<file path="config.mk">
export PLATFORM = sky130hd
export DESIGN_NAME = seq_arith_4x1b_serializer
export DESIGN_NICKNAME = d
export VERILOG_FILES = /design/src/rtl/seq_arith_4x1b_serializer.sv
export SDC_FILE = /design/constraint.sdc
export NUM_CORES = 1
export LEC_CHECK = 0
export CORE_MARGIN = 2
export CORE_UTILIZATION = 30
export CTS_BUF_LIST = sky130_fd_sc_hd__clkbuf_4
export DETAILED_ROUTE_END_ITERATION = 6
export GPL_TIMING_DRIVEN = 0
export PLACE_DENSITY = 0.55
export SYNTH_ARGS = -nofsm -noshare
export SYNTH_HDL_FRONTEND = slang
export SYNTH_SLANG_ARGS = --single-unit
export TNS_END_PERCENT = 100
</file>
<file path="constraint.sdc">
create_clock -name clk -period 2.5 [get_ports clk]
set_clock_uncertainty 0.2 [all_clocks]
set_input_delay 0.5 -clock clk [delete_from_list [all_inputs] [get_ports clk]]
set_output_delay 0.5 -clock clk [all_outputs]
set_load 0.01 [all_outputs]
</file>
<file path="src/rtl/seq_arith_4x1b_serializer.sv">
// Parallel-to-serial feeder for the bit-serial adder: takes operand pairs over valid/ready
// and emits them LSB-first in NBITS-cycle frames aligned to a free-running phase counter.
module seq_arith_4x1b_serializer #(
  parameter int NBITS = 4
) (
  input  logic             clk,
  input  logic             reset,
  input  logic             in_val,
  output logic             in_rdy,
  input  logic [NBITS-1:0] in_a,
  input  logic [NBITS-1:0] in_b,
  output logic             out0,
  output logic             out1,
  output logic             out_val,
  output logic             out_first
);

  localparam int PW = (NBITS > 1) ? $clog2(NBITS) : 1;
  localparam logic [PW-1:0] LAST_PHASE = PW'(NBITS - 1);

  logic [PW-1:0]    phase_q, phase_d;
  logic [NBITS-1:0] act_a_q, act_a_d;
  logic [NBITS-1:0] act_b_q, act_b_d;
  logic             act_valid_q, act_valid_d;
  logic [NBITS-1:0] pend_a_q, pend_a_d;
  logic [NBITS-1:0] pend_b_q, pend_b_d;
  logic             pend_full_q, pend_full_d;

  logic boundary;
  logic xfer;

  assign boundary = (phase_q == LAST_PHASE);
  // At the frame boundary the pending slot drains into the active frame, so a new pair always fits.
  assign in_rdy   = !pend_full_q || boundary;
  assign xfer     = in_val && in_rdy;

  always_comb begin
    phase_d     = boundary ? '0 : phase_q + 1'b1;
    act_a_d     = act_a_q;
    act_b_d     = act_b_q;
    act_valid_d = act_valid_q;
    pend_a_d    = pend_a_q;
    pend_b_d    = pend_b_q;
    pend_full_d = pend_full_q;

    if (boundary) begin
      if (pend_full_q) begin
        act_a_d     = pend_a_q;
        act_b_d     = pend_b_q;
        act_valid_d = 1'b1;
        if (xfer) begin
          pend_a_d = in_a;
          pend_b_d = in_b;
        end else begin
          pend_full_d = 1'b0;
        end
      end else if (xfer) begin
        act_a_d     = in_a;
        act_b_d     = in_b;
        act_valid_d = 1'b1;
      end else begin
        // Idle frame: zero bits keep the downstream adder computing 0+0 with carry cleared.
        act_a_d     = '0;
        act_b_d     = '0;
        act_valid_d = 1'b0;
      end
    end else if (xfer) begin
      pend_a_d    = in_a;
      pend_b_d    = in_b;
      pend_full_d = 1'b1;
    end
  end

  always_ff @(posedge clk) begin
    if (reset) begin
      phase_q     <= '0;
      act_a_q     <= '0;
      act_b_q     <= '0;
      act_valid_q <= 1'b0;
      pend_a_q    <= '0;
      pend_b_q    <= '0;
      pend_full_q <= 1'b0;
    end else begin
      phase_q     <= phase_d;
      act_a_q     <= act_a_d;
      act_b_q     <= act_b_d;
      act_valid_q <= act_valid_d;
      pend_a_q    <= pend_a_d;
      pend_b_q    <= pend_b_d;
      pend_full_q <= pend_full_d;
    end
  end

  assign out0      = act_a_q[phase_q];
  assign out1      = act_b_q[phase_q];
  assign out_val   = act_valid_q;
  assign out_first = act_valid_q && (phase_q == '0);

endmodule

</file>
==> results of run 1 <==
-- final cells by class --
cell class              instances  area [um^2]
flip-flops and latches         20        407.9
fillers                       302         1639
repair buffers                 14        142.6
well taps                      31        38.79
clock inverters                 1        30.03
inverters                       2        7.507
multi-input cells              65        476.7
plain buffers                   9        40.04
clock buffers                   3        22.52
-- worst max path at each step --
stage | end | slack (ns) | cells past startpoint
floorplan | in_rdy | 0.67 | 3
global placement | in_rdy | -0.009 | 4
detailed placement | in_rdy | 0.01 | 4
CTS | in_rdy | 0.01 | 4
global route | out1 | 0.03 | 2
finish | out1 | 0.1 | 2
-- report_power, final --
part	total [mW]	internal [mW]	switching (mW)
combinational	0.139	0.0712	0.0677
clock	0.273	0.162	0.111
sequential	0.367	0.346	0.0205
-- layer usage --
metal | vias to the layer above | track usage
met3 | 5 | 0.01965
li1 | 386 | -
met1 | 374 | 0.1849
met2 | 23 | 0.1841
met4 | 0 | 0.08766
met5 | - | 0
-- what timing repair did --
| item | 4_1_cts | 5_1_grt |
|---|---|---|
| resized for setup | 7 | 4 |
| endpoints found under the setup margin | 2 | 1 |
| hold endpoints to repair | 0 | 0 |
| gates cloned | 0 | 0 |
-- sequential cells by signal, summed over array words and instances (netlist names) --
| name | count |
|---|---|
| act_b_q | 4 |
| pend_full_q | 1 |
| pend_a_q | 4 |
| phase_q | 2 |
| pend_b_q | 4 |
| out_val | 1 |
| act_a_q | 4 |
-- cells by family (layout without fill, tap and decap cells) --
logic type / after synthesis / count (layout) / share of synthesized area
and+or+nand+nor: 34 / 34 / 0.2234
xor gates and xnor gates: 1 / 1 / 0.01794
adders and majority gates: 2 / 2 / 0.02758
DFF: 20 / 20 / 0.4414
muxes: 2 / 2 / 0.04965
buffers and inverters: 11 / 29 / 0.04690
AOI/OAI and AO/OA: 26 / 26 / 0.1931
-- cell usage in the layout (no fill, tap or decap) --
| master | count |
|---|---|
| clkbuf_1 | 6 |
| buf_2 | 1 |
| clkbuf_2 | 1 |
| nand4b_1 | 8 |
| nor3b_1 | 1 |
| ha_1 | 1 |
| nor2b_1 | 1 |
| nand2b_1 | 9 |
| clkdlybuf4s50_1 | 13 |
| dfxtp_4 | 2 |
| o21a_1 | 1 |
| a211oi_1 | 9 |
| ha_4 | 1 |
| bufinv_16 | 1 |
| inv_1 | 2 |
| o21ai_1 | 8 |
| nand2_1 | 1 |
| dlymetal6s2s_1 | 1 |
| xnor2_2 | 1 |
| a22oi_1 | 8 |
| nor2_1 | 11 |
| dfxtp_1 | 18 |
| and2_1 | 2 |
| mux4_2 | 2 |
| nor3_1 | 1 |
| clkbuf_4 | 4 |
-- synth_stat cells (all sizes together) --
| cell | number | share of area |
|---|---|---|
| a211oi | 9 | 0.074 |
| a22oi | 8 | 0.066 |
| and2 | 2 | 0.014 |
| buf | 1 | 0.0055 |
| clkbuf | 8 | 0.033 |
| dfxtp | 20 | 0.44 |
| ha | 2 | 0.028 |
| inv | 2 | 0.0083 |
| mux4 | 2 | 0.050 |
| nand2 | 1 | 0.0041 |
| nand2b | 9 | 0.062 |
| nand4b | 8 | 0.077 |
| nor2 | 11 | 0.046 |
| nor2b | 1 | 0.0069 |
| nor3 | 1 | 0.0055 |
| nor3b | 1 | 0.0083 |
| o21a | 1 | 0.0083 |
| o21ai | 8 | 0.044 |
| xnor2 | 1 | 0.018 |
-- metrics by stage --
step / area, um^2 / TNS [ns]
after global placement: 1086 / -0.009142
after floorplan: 907.1 / 0
after global routing: 1166 / 0
after CTS: 1160 / 0
after detailed placement: 1086 / 0
final: 1166 / 0
-- critical path, delay by kind of cell (launching register included) --
| family | cells | cell delay [ns] |
|---|---|---|
| multiplexers | 1 | 0.49 |
| flip-flops | 1 | 0.41 |
| buffers and inverters | 1 | 0.49 |
==> flow_summary.json, run 1 <==
{
  "slew_headroom": 0.7053,
  "maximum_number_of_pins_on_one_net_before_global_route_repair": 13,
  "gpl.final_weighted_congestion": 0.6649,
  "path_cells": "mux4_2 > clkdlybuf4s50_1",
  "time_the_final_worst_path_needs_with_i_o_delays_and_setup_ns": 2.404,
  "clk_transition_reported_paths_ns": 0.12,
  "min_from": "pend_a_q[3]",
  "antenna-diode-count": 0,
  "setup.worst_path.start_class": "flop",
  "grt_first_pass_wirelength_mm": 3.374,
  "cts.hold.buffers_added": 0,
  "grt-ovfl-total": 0,
  "utilization": 0.4157,
  "r2r.worst_path.cells": 5,
  "slowest_delay_ns": 0.49,
  "root_buffer": "clkbuf_4",
  "worstReg2RegEnd": "pend_a_q[1]",
  "mean_area_per_synthesized_cell_um2": 9.449,
  "cp-startpoint": "phase_q[0]",
  "hold_path_depth": 2,
  "mappedNetlistArea_um2": 907.1,
  "port-buffer-count": 14,
  "critical_path_class": "flop to output port",
  "detailedRoute.firstIterationViolations": 28,
  "route.met2.wl_um": 824,
  "post_cts.repair.setup_buffers": 0,
  "io-pin-count": 16,
  "die_height_um": 58.99,
  "hp-class": "flop to flop",
  "tritoncts_clock_tree": "built",
  "failed_checks": "DRC",
  "clock.fmax_ghz": 0.4160,
  "route.detailed.vias_per_inst": 5.434,
  "outcome": "finished, violations left",
  "min_delay_worst_endpoint": "pend_a_q[3]",
  "post_route_cells_drive_above_1_share": 0.1140,
  "setup_viol_count_final": 0,
  "half_perimeter_wire_length_of_the_detailed_placement_result_mm": 1.387,
  "coreArea_um2": 2805,
  "cts_num_sinks": 20,
  "remaining_drc_errors": 2,
  "initial_util": 0.3234,
  "detail_route.wl_per_cell_um": 13.56,
  "synth.yosys.seq_area_share": 0.4414,
  "dpl.cell_count": 141,
  "endpoint_kind": "output port",
  "maxCapViolations": 0,
  "rows": 19,
  "power.density_cell_area_nw_per_um2": 668.1,
  "post_synthesis_net_count": 109,
  "total_leakage_power_nw": 0.3910,
  "vdd.ir_drop.worst_mv": 0.3093,
  "number_of_antenna_violations_at_the_first_check_in_global_routing": 0,
  "worst_skew_pair.late_latency_ns": 0.32,
  "power.total_mw": 0.7790,
  "areaGrowthSynthToFinish_pct": 28.55,
  "routed_wirelength_mm": 1.966,
  "worst-slew-pin-transition_ns": 0.4399,
  "yosys_register_bits": 20,
  "drtPass1Iterations": 6,
  "cp.required_ns": 1.80,
  "cts_buffers": 3,
  "crit-reg2reg-launch": "phase_q[0]",
  "ys.warnings.count": 0,
  "nNetsFinal": 128,
  "via_count_of_the_first_global_routing_pass": 707,
  "number_of_buffers_between_clock_root_and_the_deepest_sink": 2,
  "placement.setup.worst_slack_ns": 0.01409,
  "setup_slack_ns": 0.09607,
  "finish.cell_count_without_fillers": 145,
  "final_min_period_over_clock_period": 0.9616,
  "die_area_um2": 3480,
  "cp_slowest_cell": "mux4_2",
  "hold_violations": 0,
  "netlist_instances": 96,
  "timing.hold.ws_ns": 0.2749,
  "slew_violations": 0,
  "gr-usage-all-layers": 0.1311,
  "critPathArrivalTime_ns": 1.70,
  "h-tree-depth": 1,
  "setup_repair_after_global_routing_missed_its_margin": "no",
  "detail-route-antenna-nets": 0,
  "route.vias.total": 788,
  "met3RoutedLength_um": 120,
  "reg2reg_slack_ns": 0.77,
  "routed.top_layer": "met4",
  "timing.critical_path.fanout_max": 5,
  "fp.dieW_um": 58.99,
  "wl_met1_um": 963,
  "post_synth_num_cell_types": 19
}
(Power assumes the default switching activity.)
==> inputs of run 2 (changes only) <==
--- a/config.mk
+++ b/config.mk
@@ -11,7 +11,8 @@
 export DETAILED_ROUTE_END_ITERATION = 6
 export GPL_TIMING_DRIVEN = 0
 export PLACE_DENSITY = 0.55
+export SLEW_MARGIN = 20
 export SYNTH_ARGS = -nofsm -noshare
 export SYNTH_HDL_FRONTEND = slang
 export SYNTH_SLANG_ARGS = --single-unit
-export TNS_END_PERCENT = 100
+export TNS_END_PERCENT = 20
==> results of run 2 <==
No change in the layout: final DEF, timing and power equal those of run 1.
==> inputs of run 3 (changes only) <==
--- a/config.mk
+++ b/config.mk
@@ -9,7 +9,6 @@
 export CORE_UTILIZATION = 30
 export CTS_BUF_LIST = sky130_fd_sc_hd__clkbuf_4
 export DETAILED_ROUTE_END_ITERATION = 6
-export GPL_TIMING_DRIVEN = 0
 export PLACE_DENSITY = 0.55
 export SLEW_MARGIN = 20
 export SYNTH_ARGS = -nofsm -noshare
==> run 3 against run 2 <==
- the flow still finishes with violations (DRC)
- cell count is 1.4% lower
- clock power is 43% lower
- die area stayed put
- non-clock buffer count is 2 lower
- global-route usage is 0.99 points lower
- utilization is 1.2 points lower
- largest power group unchanged
- largest cell class unchanged
- count of clock-buffer cells in the layout stayed put
- combinational power is 3% higher
- cell area is 2.8% lower
- sequential power is 1% lower
==> flow_summary.json, run 3 (synthesis gave the netlist of run 1 again) <==
{
  "final_area_um2": 1134,
  "routed_wirelength_mm": 1.861,
  "outcome": "finished, violations left",
  "tns_ns": 0,
  "gpl.final_weighted_congestion": 0.7605,
  "initial_util": 0.3234,
  "h-tree-depth": 1,
  "detail-route-antenna-nets": 0,
  "cts_buffers": 3,
  "tritoncts_clock_tree": "built",
  "cts.hold.buffers_added": 0,
  "kind_of_cell_adding_the_most_delay_to_the_critical_path": "multiplexers",
  "share_comb_of_total_power": 0.217,
  "cp_slowest_cell": "mux4_2",
  "swShare": 0.2763,
  "clk_transition_reported_paths_ns": 0.12,
  "half_perimeter_wire_length_of_the_detailed_placement_result_mm": 1.345,
  "root_buffer": "clkbuf_4",
  "share_seq_of_total_power": 0.549,
  "timing.hold.ws_ns": 0.2731,
  "post_route_cells_drive_above_1_share": 0.1161,
  "cts_repair_resize_count": 0,
  "endpoint_kind": "output port",
  "vdd.ir_drop.worst_mv": 0.2020,
  "worst-path-buf-inv": 1,
  "critical_path_class": "flop to output port",
  "grt-ovfl-total": 0,
  "die_area_um2": 3480,
  "final_min_period_over_clock_period": 0.9638,
  "hold_violations": 0,
  "path_cells": "mux4_2 > clkdlybuf4s50_1",
  "gr-usage-all-layers": 0.1212,
  "critPathArrivalTime_ns": 1.71,
  "hp-class": "flop to flop",
  "slew_headroom": 0.6039,
  "route.vias.total": 742,
  "maximum_number_of_pins_on_one_net_before_global_route_repair": 23,
  "intPower_mw": 0.4795,
  "via_count_of_the_first_global_routing_pass": 703,
  "antenna-diode-count": 0,
  "port-buffer-count": 15,
  "coreArea_um2": 2805,
  "layout_common_cells": "19 x dfxtp_1, 15 x clkdlybuf4s50_1, 11 x nor2_1, 9 x nand2b_1, 9 x a211oi_1",
  "worst-slew-pin-transition_ns": 0.5923,
  "areaGrowthSynthToFinish_pct": 24.97,
  "slowest_delay_ns": 0.51,
  "total_leakage_power_nw": 0.3856,
  "setup.worst_path.start_class": "flop",
  "seqCellArea_um2": 401.6,
  "io-pin-count": 16,
  "number_of_antenna_violations_at_the_first_check_in_global_routing": 0,
  "setup_viol_count_final": 0,
  "cts_num_sinks": 20,
  "failed_checks": "DRC",
  "nNetsFinal": 126,
  "worst_skew_pair.late_latency_ns": 0.29,
  "finish.cell_count_without_fillers": 143,
  "drtPass1Iterations": 7,
  "setup_repair_after_global_routing_missed_its_margin": "no",
  "fp.dieW_um": 58.99,
  "multi_input_area_um2": 464.2,
  "share_clk_of_total_power": 0.235,
  "post_cts.repair.setup_buffers": 0,
  "time_the_final_worst_path_needs_with_i_o_delays_and_setup_ns": 2.410,
  "rows": 19,
  "cp.required_ns": 1.80,
  "die_height_um": 58.99,
  "dpl.cell_count": 139,
  "layout.cells.most_common": "dfxtp_1",
  "maxCapViolations": 0,
  "power.total_mw": 0.6625,
  "switching_component_of_the_power_mw": 0.1830,
  "final.fill_count": 284,
  "timing.critical_path.fanout_max": 4,
  "grt_first_pass_wirelength_mm": 3.201,
  "detailedRoute.firstIterationViolations": 25,
  "detail_route.wl_per_cell_um": 13.01,
  "slew_violations": 0,
  "place_area_um2": 1106,
  "number_of_buffers_between_clock_root_and_the_deepest_sink": 2,
  "clock.fmax_ghz": 0.4150,
  "remaining_drc_errors": 2,
  "power.density_cell_area_nw_per_um2": 584.4,
  "route.detailed.vias_per_inst": 5.189
}
## run 3: changes by cell type in the layout (fill, tap and decap cells not counted)
cell             change
clkinv_1             +1
clkbuf_4             -1
dfxtp_4              -2
buf_4                +6
bufinv_16            -1
dlymetal6s2s_1       -1
clkdlybuf4s50_1      +2
dfxtp_2              +1
dfxtp_1              +1
clkbuf_1             -6
buf_2                -1
ha_1                 +1
clkbuf_2             -1
ha_4                 -1
## run 3: final timing paths
kind	start	cells past startpoint	to	slack [ns]
setup / recovery	phase_q[1]	2	out0	0.09
hold reg to reg	phase_q[0]	1	phase_q[0]	0.27
hold / removal	phase_q[0]	1	phase_q[0]	0.27
setup reg to reg	phase_q[1]	5	pend_a_q[1]	0.73
## run 3: metrics by stage
stage	utilization	setup slack, ns
floorplan	-	0.6693
global placement	0.3943	0.4109
detailed placement	0.3943	0.3762
CTS	0.4037	0.02821
global route	0.4041	0.003028
finish	0.4041	0.09041
## run 3: worst register-to-register path, stage by stage, from the launching register on
cell	delay (ns)
dfxtp_1	0.42
ha_1	0.19
buf_4	0.25
xnor2_2	0.15
and2_1	0.34
o21ai_1	0.13
## run 3: power groups by stage
stage	Sequential [mW]	Combinational (mW)	Clock, mW
floorplan	0.367	0.0873	0
global route	0.368	0.159	0.181
global placement	0.369	0.144	0
detailed placement	0.371	0.144	0
finish	0.363	0.143	0.156
CTS	0.364	0.145	0.163
## run 3: final cells by class
cell class	instances	area share
clock buffers	3	0.01987
repair buffers	21	0.1722
inverters	2	0.006623
clock inverters	1	0.003311
flip-flops and latches	20	0.3543
multi-input cells	65	0.4095
well taps	31	0.03422
## run 3: metal layers
layer	wire (um)	track usage	vias to the layer above
met3	108	0.02183	2
met1	933	0.1769	332
met2	811	0.1762	24
li1	-	-	384
met4	8	0.04870	0
met5	0	0	-
